$ cat src/rtl/pipe_pkg.sv
// Shared types and constants for pipeline stage registers.
// Stage occupancy states, the RV32I NOP bubble and common stage payload bundles.
package pipe_pkg;

  typedef enum logic [1:0] {
    EMPTY = 2'd0,
    ONE   = 2'd1,
    FULL  = 2'd2
  } stage_state_e;

  localparam logic [31:0] RV_NOP = 32'h0000_0013;

  typedef struct packed {
    logic [31:0] ir;
    logic [31:0] pc;
  } if_id_t;

  typedef struct packed {
    logic [31:0] ir;
    logic [31:0] pc;
    logic [31:0] rs1_val;
    logic [31:0] rs2_val;
    logic [31:0] imm;
  } id_ex_t;

endpackage

$ cat src/rtl/pipe_skid_stage.sv
// Pipeline stage register with a valid/ready handshake, optional two-entry skid
// buffer, synchronous flush and bubble insertion on empty.
module pipe_skid_stage
  import pipe_pkg::*;
#(
  parameter int                DATA_W     = 32,
  parameter logic [DATA_W-1:0] BUBBLE_VAL = DATA_W'(RV_NOP),
  parameter bit                SKID       = 1'b1
) (
  input  logic              clk,
  input  logic              rst,
  input  logic              in_valid,
  output logic              in_ready,
  input  logic [DATA_W-1:0] in_data,
  input  logic              flush,
  output logic              out_valid,
  input  logic              out_ready,
  output logic [DATA_W-1:0] out_data,
  output logic [1:0]        count
);

  // Handshake: a transfer happens on a rising edge where valid & ready are both
  // high; valid never waits on ready, and data is held stable while valid & !ready.

  stage_state_e      state_q, state_d;
  logic [DATA_W-1:0] main_q, main_d;
  logic [DATA_W-1:0] skid_q, skid_d;
  logic              in_fire, out_fire;

  assign out_valid = (state_q != EMPTY);
  assign out_data  = main_q;
  assign count     = {state_q == FULL, state_q == ONE};

  // With the skid buffer in_ready is a pure function of state, so there is no
  // combinational path from out_ready back to in_ready.
  assign in_ready = SKID ? (state_q != FULL) : (!out_valid || out_ready);

  assign in_fire  = in_valid && in_ready;
  assign out_fire = out_valid && out_ready;

  always_comb begin
    state_d = state_q;
    main_d  = main_q;
    skid_d  = skid_q;
    if (flush) begin
      state_d = EMPTY;
      main_d  = BUBBLE_VAL;
      skid_d  = BUBBLE_VAL;
    end else begin
      unique case (state_q)
        EMPTY: begin
          if (in_fire) begin
            state_d = ONE;
            main_d  = in_data;
          end
        end
        ONE: begin
          if (in_fire && !out_fire) begin
            // Only reachable with the skid buffer; single-entry in_ready forbids it.
            if (SKID) begin
              state_d = FULL;
              skid_d  = in_data;
            end
          end else if (in_fire && out_fire) begin
            main_d = in_data;
          end else if (out_fire) begin
            state_d = EMPTY;
            main_d  = BUBBLE_VAL;
          end
        end
        FULL: begin
          if (out_fire) begin
            state_d = ONE;
            main_d  = skid_q;
            skid_d  = BUBBLE_VAL;
          end
        end
        default: begin
          state_d = EMPTY;
          main_d  = BUBBLE_VAL;
          skid_d  = BUBBLE_VAL;
        end
      endcase
    end
  end

  always_ff @(posedge clk or negedge rst) begin
    if (!rst) begin
      state_q <= EMPTY;
      main_q  <= BUBBLE_VAL;
      skid_q  <= BUBBLE_VAL;
    end else begin
      state_q <= state_d;
      main_q  <= main_d;
      skid_q  <= skid_d;
    end
  end

endmodule

$ cat config.mk
export PLATFORM = sky130hd
export DESIGN_NAME = pipe_skid_stage
export DESIGN_NICKNAME = d
export VERILOG_FILES = /design/src/rtl/pipe_pkg.sv /design/src/rtl/pipe_skid_stage.sv
export SDC_FILE = /design/constraint.sdc
export NUM_CORES = 1
export LEC_CHECK = 0
export ABC_AREA = 1
export BUFFER_PORTS_ARGS = -buffer_cell sky130_fd_sc_hd__buf_4
export CAP_MARGIN = 20
export CORE_MARGIN = 1
export CORE_UTILIZATION = 49
export CTS_BUF_LIST = sky130_fd_sc_hd__clkbuf_16
export DETAILED_ROUTE_END_ITERATION = 12
export PLACE_DENSITY = 0.73
export SLEW_MARGIN = 20
export SYNTH_ARGS = -nofsm -noshare
export SYNTH_HDL_FRONTEND = slang
export SYNTH_SLANG_ARGS = --single-unit
$ cat constraint.sdc
create_clock -name clk -period 1.55 [get_ports clk]
set_input_delay 0.0775 -clock clk [delete_from_list [all_inputs] [get_ports clk]]
set_output_delay 0.0775 -clock clk [all_outputs]
set_load 0.05 [all_outputs]
==> qor.yml <==
status:
  outcome: "complete, but fails checks"
  violations: "design-rule violations"
logic_synthesis:
  ys_async_sr_fraction_pct: 100
  netlist_top_cells_count: "nand2_1 (235), dfrtp_1 (60), nand3_1 (55), nor2_1 (24)"
  ys_types: 20
  yosysSeqAreaShare_pct: 49.2
  synth_edf_count: 0
  synth_fp_nets: 512
  yosysTopAreaCell: "dfrtp_1"
  synth_top_area_share_pct: 44.6
  syn_area_um2: 3370
  syn_area_per_cell_um2: 7.09
  synthFlopType: "dfrtp_1"
  synth_area_leaders: "dfrtp_1 (45%), nand2_1 (26%), nand3_1 (8.2%)"
  postSynthCellCount: 475
  ys_ff_latch: 66
  yosys.cell_count.top_type: "nand2_1"
  yosysWarnings: 0
critical_path:
  max_stage_delay_ps: 420
  crit_top_cell: "nand2_1"
  cp.depth: 8
  crit_end: "out_data[23]$_DFFE_PN0P_"
  cp-end-kind: "register"
  cp.required_ps: 1810
  timing.critical_path.cells: "inv_2, nor2_2, nand3_1, buf_4, nand3_2, clkbuf_4, nand2_1, nand2_1"
  crit_slowest_cell: "dfrtp_1"
  critPathArrivalTime_ps: 1770
  r2r_setup_slack_ps: 40
  startpoint_type: "register"
  cp_top_family: "simple AND/OR/NAND/NOR gates"
  startpoint: "state_q[1]$_DFFE_PN0P_"
  rr_endpoint: "out_data[23]$_DFFE_PN0P_"
  reg2regPathDepth: 8
  cp_max_fo: 8
  worstSetupPathType: "register to register"
  critPathBufInv: 3
  reg2reg_from: "state_q[1]$_DFFE_PN0P_"
job:
  cap_violations: 0
floorplan:
  die-area_um2: 7210
  rows: 29
  initial_utilization_pct: 51.9
  boundaryPins: 73
  die_w_um: 84.9
  dieHeight_um: 84.9
  core_area_um2: 6490
cells_and_area:
  drive_gt1_share_pct: 24.6
  multi_input_area_um2: 1540
  final_cells: 651
  register_area_um2: 1660
  fill_cells: 529
  n_antenna_cell: 0
  final_nets: 606
  syn_to_final_growth_pct: 35.6
timing:
  drv_slew: 0
  tightest_slew_ps: 429
  slew_headroom_pct: 71.4
  fmax_mhz: 662
  hold_viol: 0
  post-route-period-util_pct: 97.4
  setup_viol_count_final: 0
  period_minus_slack_ps: 1510
  clock_skew_ps: 5.79
drt:
  viasPerCell: 5.33
  drc: 5
  drt-initial-drc-count: 291
  num_vias: 3469
  wl_per_cell_um: 14.3
  postRouteWirelength_mm: 9.31
  ant_nets: 0
  dr.pass1.iters: 10
place:
  dp_hpwl_mm: 5.80
  gp_congestion: 0.912
  dp_cells: 623
  port_buffers: 72
global_route:
  antenna_found_initial: 0
  grt_pass1_vias: 3360
  globalRouteTotalUtil_pct: 27.4
  grt_pass1_wl_mm: 15.3
  grt_max_degree: 40
  grt.overflow.total: 0
clock_network:
  cts_buffers: 9
  clock_path_buffers: 2
  cts_root_buffer: "clkbuf_16"
  clk_pin_slew_ps: 50
  clock_sinks: 66
  h-tree-depth: 3
  worstSkewPairLatency_ps: 330
  cts_tree: "done"
power_and_ir_drop:
  leakagePower_nw: 2.53
  power.density_nw_per_um2: 1310
  finalPower_w: 0.00600
  max-vdd-ir-drop_mv: 0.694
hold_path:
  whs_path_depth: 3
  hold_path_class: "input port to register"
routing by layer:
layer  up-vias  global-route usage (%)  part of all wire [%]
met5         -                       0                     0
met4         0                    12.3                   1.6
met3        16                    6.03                   6.2
met2       144                    45.1                    49
met1      1606                    34.8                    43
li1       1703                       -                     -
cell families (layout without fill, tap and decap cells):
| family | Yosys count | after routing | synth area share (%) |
|---|---|---|---|
| buf+inv | 52 | 151 | 6.31 |
| simple gates | 340 | 340 | 41.8 |
| flops | 66 | 66 | 49.2 |
| compound gates | 17 | 17 | 2.64 |
state kept, by name, summed over array words and instances, names as in the netlist:
signal and count:
out_data 32, skid_q 32, state_q 2
what timing repair did:
item / 4_1_cts / 5_1_grt
endpoints found under the setup margin: 16 / 65
cloned: 0 / 2
buffers inserted: 2 / 0
hold endpoints to repair: 33 / 0
hold buffers: 8 / 0
resized for setup: 3 / 20
cell type report:
class	instances	share of cell area, %
clock inverters	7	0.821
flip-flops and latches	66	36.3
multi-input cells	357	33.7
repair buffers	110	20.0
well taps	77	2.11
inverters	25	2.16
clock buffers	9	4.93
how the worst min path moves through the flow:
| stage | from | to |
|---|---|---|
| after floorplan | rst | out_data[10]$_DFFE_PN0P_ |
| after CTS | in_data[11] | skid_q[11]$_DFFE_PN0P_ |
| after global placement | rst | skid_q[30]$_DFFE_PN0P_ |
| after detailed placement | rst | skid_q[30]$_DFFE_PN0P_ |
| after global routing | in_data[20] | skid_q[20]$_DFFE_PN0P_ |
| final | in_data[15] | skid_q[15]$_DFFE_PN0P_ |
tightest hold or removal path, delay by kind of cell:
kind          cells  cell delay, ps
simple gates      2             130
buf+inv           1              90
where the power goes:
| group | internal (W) | switching, W |
|---|---|---|
| registers | 0.00196 | 0.000130 |
| logic | 0.000688 | 0.00143 |
| clock network | 0.00106 | 0.000730 |
cells in the final DEF, fill, tap and decap left out, types with 2 or more instances in the layout:
cell type      netlist  final
clkbuf_16            0      9
o21ai_0              2      2
clkinv_2             0      5
inv_2                3      2
inv_1               22     22
dfrtp_1             60     59
nor2_1              24     20
dlygate4sd3_1        0      8
nand3_1             55     54
inv_4                0      2
nand2_2              1      4
nand4_1             22     22
buf_12               0      4
buf_6                0      5
buf_4                1     91
nand2_1            235    232
a21oi_1              4      3
o21ai_1              9      8
nor2_2               2      5
dfstp_2              6      6
through the flow:
| step | instance area [um2] | hold WS [ps] | setup slack (ps) | utilization, % | setup TNS, ps |
|---|---|---|---|---|---|
| finish | 4570 | 6.12 | 40.4 | 70.4 | 0 |
| CTS | 4490 | 0.392 | 2.56 | 69.1 | 0 |
| global placement | 4120 | 31.1 | 63.0 | 63.5 | 0 |
| floorplan | 3380 | -218 | 12.7 | - | 0 |
| detailed placement | 4120 | 31.1 | -7.28 | 63.5 | -13.1 |
| global route | 4570 | 8.30 | -73.7 | 70.4 | -1560 |
Power figures use the tool's default switching activity.
